===== config.mk =====
export PLATFORM = sky130hd
export DESIGN_NAME = data_memory_arbiter
export DESIGN_NICKNAME = d
export VERILOG_FILES = /design/src/rtl/data_memory_arbiter.sv
export SDC_FILE = /design/constraint.sdc
export NUM_CORES = 1
export LEC_CHECK = 0
export ABC_AREA = 1
export CORE_AREA = 2 2 122 124
export CTS_CLUSTER_SIZE = 10
export DETAILED_ROUTE_END_ITERATION = 12
export DIE_AREA = 0 0 124 126
export GPL_ROUTABILITY_DRIVEN = 0
export HOLD_SLACK_MARGIN = 0.06
export PLACE_DENSITY = 0.83
export RECOVER_POWER = 50
export SLEW_MARGIN = 20
export SYNTH_ARGS = -nofsm -noshare
export SYNTH_HDL_FRONTEND = slang
export SYNTH_SLANG_ARGS = --single-unit

===== constraint.sdc =====
create_clock -name clk -period 1.4 [get_ports clk]
set_input_delay 0.28 -clock clk [delete_from_list [all_inputs] [get_ports clk]]
set_output_delay 0.28 -clock clk [all_outputs]
set_load 0.05 [all_outputs]

===== src/rtl/data_memory_arbiter.sv =====
// Two-port round-robin arbiter and 3-cycle access sequencer for the data memory.
// Optional DMEM_ARB_FIXED_PRIO_EN: port 0 always wins over port 1.
module data_memory_arbiter #(
  parameter int DATA_WIDTH = 32
) (
  input  logic                  clk,
  input  logic                  rst_n,
  input  logic                  p0_req,
  input  logic                  p0_write,
  input  logic [1:0]            p0_size,
  input  logic                  p0_sign_ext,
  input  logic [DATA_WIDTH-1:0] p0_address,
  input  logic [DATA_WIDTH-1:0] p0_data_to_write,
  output logic                  p0_gnt,
  output logic                  p0_rvalid,
  input  logic                  p1_req,
  input  logic                  p1_write,
  input  logic [1:0]            p1_size,
  input  logic                  p1_sign_ext,
  input  logic [DATA_WIDTH-1:0] p1_address,
  input  logic [DATA_WIDTH-1:0] p1_data_to_write,
  output logic                  p1_gnt,
  output logic                  p1_rvalid,
  output logic [DATA_WIDTH-1:0] resp_data,
  output logic                  resp_error,
  output logic                  memory_enable_write,
  output logic                  memory_enable_read,
  output logic [1:0]            memory_size,
  output logic                  memory_sign_ext,
  output logic [DATA_WIDTH-1:0] memory_address,
  output logic [DATA_WIDTH-1:0] memory_data_to_write,
  input  logic [DATA_WIDTH-1:0] memory_data_read,
  input  logic                  misaligned_exception
);

  localparam logic [1:0] IDLE   = 2'd0;
  localparam logic [1:0] ACCESS = 2'd1;
  localparam logic [1:0] RESP   = 2'd2;

  logic [1:0]            state_q, state_d;
  logic                  last_grant_q, last_grant_d;
  logic                  winner_q, winner_d;
  logic                  mem_we_q, mem_we_d;
  logic                  mem_re_q, mem_re_d;
  logic [1:0]            mem_size_q, mem_size_d;
  logic                  mem_sext_q, mem_sext_d;
  logic [DATA_WIDTH-1:0] mem_addr_q, mem_addr_d;
  logic [DATA_WIDTH-1:0] mem_wdata_q, mem_wdata_d;
  logic [DATA_WIDTH-1:0] resp_data_q, resp_data_d;
  logic                  resp_error_q, resp_error_d;

  logic any_req;
  logic pick1;
  logic grant_en;

  assign any_req  = p0_req | p1_req;
  assign grant_en = rst_n & (state_q == IDLE);

`ifdef DMEM_ARB_FIXED_PRIO_EN
  assign pick1 = p1_req & ~p0_req;
`else
  // On a tie, the port that did not win last time goes first
  assign pick1 = p1_req & (~p0_req | ~last_grant_q);
`endif

  assign p0_gnt = grant_en & any_req & ~pick1;
  assign p1_gnt = grant_en & pick1;

  assign p0_rvalid = (state_q == RESP) & ~winner_q;
  assign p1_rvalid = (state_q == RESP) & winner_q;

  assign resp_data            = resp_data_q;
  assign resp_error           = resp_error_q;
  assign memory_enable_write  = mem_we_q;
  assign memory_enable_read   = mem_re_q;
  assign memory_size          = mem_size_q;
  assign memory_sign_ext      = mem_sext_q;
  assign memory_address       = mem_addr_q;
  assign memory_data_to_write = mem_wdata_q;

  always_comb begin
    state_d      = state_q;
    last_grant_d = last_grant_q;
    winner_d     = winner_q;
    mem_we_d     = 1'b0;
    mem_re_d     = 1'b0;
    mem_size_d   = '0;
    mem_sext_d   = 1'b0;
    mem_addr_d   = '0;
    mem_wdata_d  = '0;
    resp_data_d  = resp_data_q;
    resp_error_d = resp_error_q;
    unique case (1'b1)
      state_q == IDLE: begin
        if (any_req) begin
          state_d      = ACCESS;
          winner_d     = pick1;
          last_grant_d = pick1;
          mem_we_d     = pick1 ? p1_write : p0_write;
          mem_re_d     = pick1 ? ~p1_write : ~p0_write;
          mem_size_d   = pick1 ? p1_size : p0_size;
          mem_sext_d   = pick1 ? p1_sign_ext : p0_sign_ext;
          mem_addr_d   = pick1 ? p1_address : p0_address;
          mem_wdata_d  = pick1 ? p1_data_to_write
                               : p0_data_to_write;
        end
      end
      state_q == ACCESS: begin
        state_d = RESP;
        // size 11 is not a real access: report nothing
        if (mem_we_q || mem_size_q == 2'b11)
          resp_data_d = '0;
        else
          resp_data_d = memory_data_read;
        resp_error_d = (mem_size_q != 2'b11)
                     & misaligned_exception;
      end
      state_q == RESP: begin
        state_d = IDLE;
      end
      default: begin
        state_d = IDLE;
      end
    endcase
  end

  always_ff @(posedge clk or negedge rst_n) begin
    if (!rst_n) begin
      state_q      <= IDLE;
      last_grant_q <= 1'b1;
      winner_q     <= 1'b0;
      mem_we_q     <= 1'b0;
      mem_re_q     <= 1'b0;
      mem_size_q   <= '0;
      mem_sext_q   <= 1'b0;
      mem_addr_q   <= '0;
      mem_wdata_q  <= '0;
      resp_data_q  <= '0;
      resp_error_q <= 1'b0;
    end else begin
      state_q      <= state_d;
      last_grant_q <= last_grant_d;
      winner_q     <= winner_d;
      mem_we_q     <= mem_we_d;
      mem_re_q     <= mem_re_d;
      mem_size_q   <= mem_size_d;
      mem_sext_q   <= mem_sext_d;
      mem_addr_q   <= mem_addr_d;
      mem_wdata_q  <= mem_wdata_d;
      resp_data_q  <= resp_data_d;
      resp_error_q <= resp_error_d;
    end
  end

endmodule


==> results.md, run 1 <==
* Status: finished with violations
* Violated checks: setup timing
* GR Util All Layers at 21.0%
* Final worst slack at -0.205 ns
* Post-DP HPWL at 12.1 mm
* Clock buffer depth at 2
* Synth cell types at 17
* Top Metal Used: met4
* Fin crit share at 115%
* Design Power at 22.8 mW
* DRT Wirelength at 22.0 mm
* Sw frac at 44.8%
* Int Power at 12.6 mW
* Critical path required time at 1.12 ns
* Inserted Diodes at 0
* P per Cell Area at 2180 mW/mm²
* Hold Crit Class: primary input to flop
* Final std cells w/o fill at 1,113
* Crit path DAT at 1.33 ns
* Worst Max-Slew Pin Slew at 0.852 ns
* Combinational share of power at 65.5%
* FF-to-FF path depth at 8
* Core area at 0.0143 mm²
* Via count at 5,672
* RSZ-0062 raised after global routing: true
* Max Freq at 623 MHz
* Cell area after synthesis at 0.00490 mm²
* DRC errors left at 0
* Worst R2R End: memory_address[11]$_DFF_PN0_
* First-pass GRT wire length at 25.3 mm
* Commonest cells after routing, fill and taps aside: clkdlybuf4s50_1 (169), nand2_1 (134), buf_12 (108)
* Drt first pass iters at 4
* Nets@finish at 1,098
* Worst R2R Start: last_grant_q$_DFFE_PN1P_
* Commonest non-fill, non-tap cell in the layout: clkdlybuf4s50_1
* Hold slack final at 0.335 ns
* Crit path launch type: flop
* Syn Inst Count at 623
* FF-to-FF setup slack at -0.18 ns
* Avg Inst Size Synth at 7.87 µm²
* ANT nets after route at 0
* Clk root buf: clkbuf_16
* Switching Power at 10.2 mW
* Clk_lat worst skew at 0.34 ns
* Vias in the first global route at 5,029
* Via density at 5.10
* Peak VDD IR at 0.921 mV
* Gr ovfl total at 0
* Critical Path End Type: output pin
* Detailed-routing wirelength on met1 at 8.04 mm
* Critical Path Start: last_grant_q$_DFFE_PN1P_
* Chip width at 124 µm
* Minimum clock period at 1.61 ns
* Yosys warnings at 0
* CTS tree: done
* Ratio of cells with drive above 1 in the final layout at 34.0%
* Placement Rows at 44
* Syn_nets at 796
* Hold Path Origin: p1_req
* H-tree levels at 3
* Initial DRC count at 302
* Final Setup Violations at 73
* Worst hold stages at 3
* Final Max Slew Viols at 0
* Max Cap Viol at 0
* Initial Utilization at 34.2%
* Synth Register Bits at 106
* Fin. Hold Viols at 0
* Port bufs at 278
* Leakage at 4.84 nW
* Placed cells at 1,057
* Cts bufs inserted at 9
* Metal3 WL at 2.10 mm
* Relative slew slack at 43.2%
* Die height at 126 µm
* Register area share after synthesis at 54.1%
* Worst-case clock skew at 0.0109 ns
* Largest net degree at the start of global routing at 117
* Area Overhead vs Synth at 113%
* CTS Sinks at 106
* Metal2 WL at 11.3 mm
* Initial antenna violation count at 0
* Ports at 279
* Worst Hold End: memory_data_to_write[10]$_DFF_PN0_
* DR WL/cell at 19.7 µm
* Sequential power share at 23.5%
* Reg clk slew, reported paths at 0.07 ns
* Clock Power Share at 11.1%
* Critical path type: flop to output pin
* Max FO, Critical Path at 3
* Final TNS setup at -6.39 ns
* Die Area at 0.0156 mm²
* Final Util at 73.0%
## sequential cells by signal (all words and copies together), names as in the netlist
register	cells
memory_address	32
memory_data_to_write	32
resp_data	32
memory_size	2
state_q	2
last_grant_q	1
memory_enable_read	1
memory_enable_write	1
memory_sign_ext	1
resp_error	1
winner_q	1
## cell usage after synthesis
cell      instances  area share [%]
inv_2             3            0.23
inv_1            72             5.5
nand3_1          70             7.1
o21ai_1          29             3.0
nor3_1            1            0.10
dfstp_2           1            0.54
nand2_1         148              11
nor2_1           73             5.6
clkbuf_1          5            0.38
dfrtp_1         105              54
and3_1            1            0.13
o21ai_0           5            0.51
buf_6             3            0.69
buf_2            36             3.7
a21oi_1          67             6.8
buf_4             2            0.31
nor2_4            2            0.46
## per-stage QoR
stage          area, µm²  worst slack (ns)
2_1_floorplan       4910            -0.208
3_3_place_gp        8990            -0.303
3_5_place_dp        8990            -0.310
4_1_cts             9410            -0.225
5_1_grt            10500            -0.257
6_report           10500            -0.205
## worst max-delay path by stage
stage                                        end  slack [ns]  depth (start not counted)
floorplan                                 p1_gnt       -0.21                          4
global placement                          p0_gnt       -0.30                          7
detailed placement  memory_address[29]$_DFF_PN0_       -0.31                          7
CTS                                       p0_gnt       -0.22                          5
global route                              p0_gnt       -0.26                          5
finish                                    p1_gnt       -0.21                          5
## power groups by stage
stage	Combinational [mW]	Sequential, mW	Clock, mW
2_1_floorplan	2.49	8.72	0
3_3_place_gp	12.6	5.38	0
3_5_place_dp	12.8	5.45	0
4_1_cts	13.0	5.39	2.55
5_1_grt	15.5	5.43	2.70
6_report	14.9	5.35	2.53
## timing repair
item	CTS	global route
buffers inserted	8	7
endpoints found under the setup margin	4	86
pin swaps	2	96
cloned	0	25
hold buffers	1	0
gates resized for setup	19	156
endpoints found under the hold margin	38	0
## worst max-delay path: stages (launching register included)
cell,delay (ns)
dfstp_2,0.56
nand2_4,0.06
nand2_4,0.08
buf_4,0.11
nor2_2,0.05
buf_12,0.14
## per-layer routing
metal  track usage [%]  up-vias
li1                  -     2552
met3              8.79       41
met2              36.6      307
met1              22.4     2772
met5                 0        -
met4              8.00        0
## logic make-up after synthesis
logic type | Yosys count | share of synthesized area (%)
buffers and inverters | 121 | 10.8
AND/OR/NAND/NOR | 295 | 24.8
AO/OA/AOI/OAI | 101 | 10.3
flip-flops | 106 | 54.1
## area by class of cell
| class | count | area, µm² |
|---|---|---|
| timing repair buffer | 337 | 4640 |
| clock buffer | 13 | 250 |
| multi-input combinational | 396 | 2360 |
| clock inverter | 2 | 37.5 |
| tap | 184 | 230 |
| fill | 897 | 3860 |
| sequential | 106 | 2660 |
| inverter | 75 | 287 |
Power figures use the tool's default switching activity.
==> run 2: changes to the inputs <==
Settings changed: SKIP_LAST_GASP from default to 1.
==> run 2 against run 1 <==
Net effect: the run still ends with setup timing left; highest routed layer unchanged; critical path type unchanged; sequential share of layout area up 0.16 points; via count decreased by 1.9%; critical endpoint unchanged; first-iteration DRC count decreased by 1.7%.
==> results.md, run 2 (same netlist as run 1, synthesis figures left out) <==
* Core area at 0.0143 mm² (unchanged)
* Via count at 5,566 (-1.9%)
* ANT nets after route at 0 (unchanged)
* First-pass GRT wire length at 25.3 mm (about the same)
* Final TNS setup at -6.19 ns (+0.198 ns)
* Fin. Hold Viols at 0 (unchanged)
* Post-DP HPWL at 12.1 mm (unchanged)
* CTS Sinks at 106 (unchanged)
* Worst R2R End: memory_address[0]$_DFF_PN0_
* Commonest non-fill, non-tap cell in the layout: clkdlybuf4s50_1
* FF-to-FF path depth at 8 (unchanged)
* Worst-case clock skew at 0.0112 ns (+0.000316 ns)
* Gr ovfl total at 0 (unchanged)
* DRT Wirelength at 21.1 mm (-3.9%)
* Minimum clock period at 1.61 ns (+0.000256 ns)
* Relative slew slack at 42.2% (-0.97 points)
* Violated checks: setup timing
* RSZ-0062 raised after global routing: true
* Commonest cells after routing, fill and taps aside: clkdlybuf4s50_1 (169), nand2_1 (137), buf_12 (109)
* Clk root buf: clkbuf_16
* Final Max Slew Viols at 0 (unchanged)
* Crit path launch type: flop
* Area Overhead vs Synth at 112%
* Hold slack final at 0.337 ns (+0.00190 ns)
* Leakage at 4.82 nW (-0.38%)
* Final Setup Violations at 73 (unchanged)
* FF-to-FF setup slack at -0.14 ns (+0.04 ns)
* P per Cell Area at 2180 mW/mm² (-0.10%)
* DRC errors left at 0 (unchanged)
* Final worst slack at -0.205 ns (-0.000256 ns)
* Die Area at 0.0156 mm² (unchanged)
* Ratio of cells with drive above 1 in the final layout at 31.8% (-2.2 points)
* Worst R2R Start: last_grant_q$_DFFE_PN1P_
* Initial DRC count at 297 (-1.7%)
* CTS tree: done
* Initial antenna violation count at 0 (unchanged)
* Status: finished with violations
* Inserted Diodes at 0 (unchanged)
* Worst Max-Slew Pin Slew at 0.867 ns (+0.0145 ns)
* Fin crit share at 115% (about the same)
* Port bufs at 278 (unchanged)
* Cts bufs inserted at 9 (unchanged)
* Max FO, Critical Path at 3 (unchanged)
* Drt first pass iters at 5 (+1)
* Nets@finish at 1,096 (-0.18%)
* Final instance area at 0.0104 mm² (-0.63%)
* Initial Utilization at 34.2% (unchanged)
* Crit path DAT at 1.33 ns (about the same)
* Chip width at 124 µm (unchanged)
* Via density at 5.01 (-1.7%)
* Vias in the first global route at 5,032 (+0.060%)
* Hold Path Origin: p1_req
* Critical path type: flop to output pin
* Critical path required time at 1.12 ns (about the same)
* Max Cap Viol at 0 (unchanged)
* Largest net degree at the start of global routing at 117 (unchanged)
* Reg clk slew, reported paths at 0.07 ns (about the same)
* Ports at 279 (unchanged)
* Worst Hold End: memory_data_to_write[10]$_DFF_PN0_
* Peak VDD IR at 0.863 mV (-6.3%)
* DR WL/cell at 19.0 µm (-3.8%)
* Die height at 126 µm (unchanged)
* Worst hold stages at 3 (unchanged)
* H-tree levels at 3 (unchanged)
* Max Freq at 623 MHz (about the same)
* Placement Rows at 44 (unchanged)
* Clk_lat worst skew at 0.35 ns (about the same)
* Dpl cell area at 0.00899 mm² (unchanged)
* Hold Crit Class: primary input to flop
* GR Util All Layers at 21.0% (about the same)
* Critical Path End Type: output pin
* Clock buffer depth at 2 (unchanged)
run 2: routing by layer:
| layer | up-vias | share of wire [%] | track usage [%] |
|---|---|---|---|
| met4 | 0 | 2.3 | 8.06 |
| met1 | 2688 | 36 | 22.5 |
| met2 | 289 | 52 | 36.5 |
| li1 | 2547 | - | - |
| met3 | 42 | 10 | 8.74 |
| met5 | - | 0 | 0 |
run 2: worst max-delay path: stages (launching register included):
cell and delay, ns:
dfstp_2 0.56, nand2_4 0.06, nand2_4 0.08, buf_4 0.11, nor2_2 0.05, buf_12 0.14
run 2: how the worst max path moves through the flow:
stage          slack, ns                      endpoint                      from  depth (start not counted)
2_1_floorplan      -0.21                        p1_gnt  last_grant_q$_DFFE_PN1P_                          4
3_3_place_gp       -0.30                        p0_gnt                    p0_req                          7
3_5_place_dp       -0.31  memory_address[29]$_DFF_PN0_                    p0_req                          7
4_1_cts            -0.22                        p0_gnt  last_grant_q$_DFFE_PN1P_                          5
5_1_grt            -0.25                        p0_gnt  last_grant_q$_DFFE_PN1P_                          5
6_report           -0.21                        p1_gnt  last_grant_q$_DFFE_PN1P_                          5
run 2: repair_timing:
action / 4_1_cts / 5_1_grt
hold endpoints to repair: 38 / 0
hold buffers: 1 / 0
endpoints found under the setup margin: 4 / 85
buffers inserted: 8 / 7
resized for setup: 11 / 144
gates cloned: 0 / 23
pin swaps: 2 / 90
run 2: area by class of cell:
cell class / count / area (µm²)
repair buffers: 335 / 4640
fillers: 903 / 3930
flip-flops and latches: 106 / 2660
multi-input cells: 396 / 2290
inverters: 75 / 287
clock buffers: 13 / 250
well taps: 184 / 230
clock inverters: 2 / 37.5
run 2: through the flow:
stage                     util [%]  power, mW  worst slack [ns]  std cells
after floorplan                  -       11.2            -0.208        623
final                         72.6       22.6            -0.205       1111
after detailed placement      62.8       18.2            -0.310       1057
after CTS                     65.5       20.9            -0.225       1081
after global routing          72.6       23.5            -0.255       1111
after global placement        62.8       18.0            -0.303       1057
run 2: power breakdown:
group	internal (mW)	switching (mW)
logic	6.86	7.89
clock network	1.43	1.09
registers	4.25	1.09
total	12.5	10.1
==> run 3: changes to the inputs <==
Settings changed: CORE_AREA 2 2 122 124 to 2 2 116 118, DIE_AREA 0 0 124 126 to 0 0 118 120, PLACE_DENSITY 0.83 to 0.9.
==> run 3 against run 2 <==
Net effect: the flow still finishes with violations (setup timing); clock skew fell by 0.0043 ns; core utilization up 5.8 points; cell area fell by 2.1%; critical endpoint is now p0_gnt; clock power decreased by 3%; sequential cell count unchanged.
==> results.md, run 3 (same netlist as run 1, synthesis figures left out) <==
* Status: finished with violations
* Violated checks: setup timing
* Initial antenna violation count at 0 (unchanged)
* Max FO, Critical Path at 3 (unchanged)
* H-tree levels at 3 (unchanged)
* Via count at 5,639 (+1.3%)
* Cts bufs inserted at 9 (unchanged)
* Seq. cell area at 0.00266 mm² (about the same)
* Final Setup Violations at 70 (-4.1%)
* Dpl cell area at 0.00901 mm² (+0.25%)
* Die height at 120 µm (-4.8%)
* Commonest cells after routing, fill and taps aside: clkdlybuf4s50_1 (169), nand2_1 (127), buf_12 (116)
* Critical Path End Type: output pin
* Chip width at 118 µm (-4.8%)
* Die Area at 0.0142 mm² (-9.4%)
* Gr ovfl total at 0 (unchanged)
* Final TNS setup at -5.08 ns (+1.11 ns)
* Placement Rows at 42 (-4.5%)
* Worst-case clock skew at 0.00695 ns (-0.00426 ns)
* Final worst slack at -0.231 ns (-0.0259 ns)
* Area Overhead vs Synth at 107%
* Post-DP HPWL at 13.1 mm (+8.3%)
* Largest net degree at the start of global routing at 84 (-28%)
* DRC errors left at 0 (unchanged)
* Initial DRC count at 363 (+22%)
* Minimum clock period at 1.63 ns (+0.0259 ns)
* Relative slew slack at 58.2% (+16 points)
* CTS tree: done
* Core area at 0.0130 mm² (-9.3%)
* Critical path required time at 1.12 ns (about the same)
* Max Cap Viol at 0 (unchanged)
* First-pass GRT wire length at 27.5 mm (+8.5%)
* Via density at 5.18 (+3.4%)
* Clk root buf: clkbuf_16
* Fin. Hold Viols at 0 (unchanged)
* Nets@finish at 1,081 (-1.4%)
* Worst Max-Slew Pin Slew at 0.627 ns (-0.240 ns)
* Max Freq at 613 MHz (-1.6%)
* Leakage at 4.74 nW (-1.5%)
* Critical path type: flop to output pin
* Clock buffer depth at 2 (unchanged)
* Fill cells at 689 (-24%)
* Vias in the first global route at 5,206 (+3.5%)
* Area occupied by multi-input gates at 0.00218 mm² (-4.9%)
* Crit path launch type: flop
* Final Util at 78.3% (+5.8 points)
* Clk_lat worst skew at 0.35 ns (about the same)
* DR WL/cell at 19.9 µm (+4.8%)
* RSZ-0062 raised after global routing: true
* Ports at 279 (unchanged)
* Final instance area at 0.0102 mm² (-2.1%)
* Ratio of cells with drive above 1 in the final layout at 28.3% (-3.6 points)
* Fin crit share at 117% (+1.9 points)
* Worst hold stages at 3 (unchanged)
* Placed cells at 1,050 (-0.66%)
* GR Util All Layers at 25.0% (+4.0 points)
* Peak VDD IR at 0.917 mV (+6.2%)
* Commonest non-fill, non-tap cell in the layout: clkdlybuf4s50_1
* Final Max Slew Viols at 0 (unchanged)
* Inserted Diodes at 0 (unchanged)
* Hold Crit Class: primary input to flop
* CTS Sinks at 106 (unchanged)
* Reg clk slew, reported paths at 0.07 ns (about the same)
* Final std cells w/o fill at 1,089 (-2.0%)
* ANT nets after route at 0 (unchanged)
* DRT Wirelength at 21.7 mm (+2.7%)
* Initial Utilization at 37.8% (+3.5 points)
* Design Power at 22.7 mW (+0.21%)
* Drt first pass iters at 4 (-1)
* Port bufs at 278 (unchanged)
* Crit path DAT at 1.35 ns (+0.02 ns)
* FF-to-FF path depth at 8 (unchanged)
* P per Cell Area at 2230 mW/mm² (+2.3%)
## run 3: changes by cell type in the layout (fill, tap and decap cells not counted), sizes merged
cell / previous run / this run
dlygate4sd2: 1 / 0
buf: 132 / 136
bufinv: 1 / 0
clkinvlp: 1 / 2
clkbuf: 45 / 23
dlymetal6s2s: 0 / 1
clkinv: 0 / 4
## run 3: stage by stage
stage | setup WS, ns | hold WS [ns]
CTS | -0.249 | 0.350
global route | -0.266 | 0.376
detailed placement | -0.289 | 0.370
global placement | -0.263 | 0.370
floorplan | -0.208 | -0.0156
finish | -0.231 | 0.362
## run 3: cell type report
type / instances / area share, %
Clock buffer: 10 / 2.35
Clock inverter: 6 / 0.418
Inverter: 75 / 2.79
Multi-Input combinational cell: 396 / 21.4
Sequential cell: 106 / 26.1
Tap cell: 176 / 2.17
Timing Repair Buffer: 320 / 44.8
## run 3: path summary, 6_finish.rpt
check | startpoint | end | slack (ns)
max | state_q[0]$_DFFE_PN0P_ | p0_gnt | -0.23
min | p1_req | memory_data_to_write[10]$_DFF_PN0_ | 0.36
max reg2reg | state_q[1]$_DFFE_PN0P_ | memory_address[19]$_DFF_PN0_ | -0.15
min reg2reg | last_grant_q$_DFFE_PN1P_ | last_grant_q$_DFFE_PN1P_ | 0.54
max in group asynchronous | rst_n | state_q[1]$_DFFE_PN0P_ | 0.06
min in group asynchronous | rst_n | resp_data[18]$_DFFE_PN0N_ | 0.80
## run 3: repair_timing
item | 4_1_cts | 5_1_grt
setup buffers | 3 | 4
setup endpoints to repair | 4 | 104
hold buffers | 1 | 0
gates cloned | 0 | 15
gates resized for setup | 10 | 118
pin swaps | 2 | 22
hold endpoints to repair | 42 | 0
## run 3: worst max-delay path, cell delays in order, from the launching register on
cell,delay (ns)
dfrtp_2,0.46
nor2_4,0.14
nand2_1,0.11
nor2_4,0.14
buf_12,0.14
## run 3: report_power, final
part / internal [mW] / total (mW) / switching (mW) / leakage, nW
combinational: 6.85 / 14.7 / 7.90 / 3.24
sequential: 4.26 / 5.47 / 1.21 / 1.37
clock: 1.26 / 2.45 / 1.19 / 0.134
## run 3: metal layers
| metal | GRT usage [%] | vias up | share of wire (%) |
|---|---|---|---|
| met5 | 0 | - | 0 |
| met1 | 26.7 | 2748 | 35 |
| met4 | 10.5 | 0 | 4.2 |
| li1 | - | 2519 | - |
| met2 | 44.7 | 315 | 53 |
| met3 | 9.13 | 57 | 8.6 |
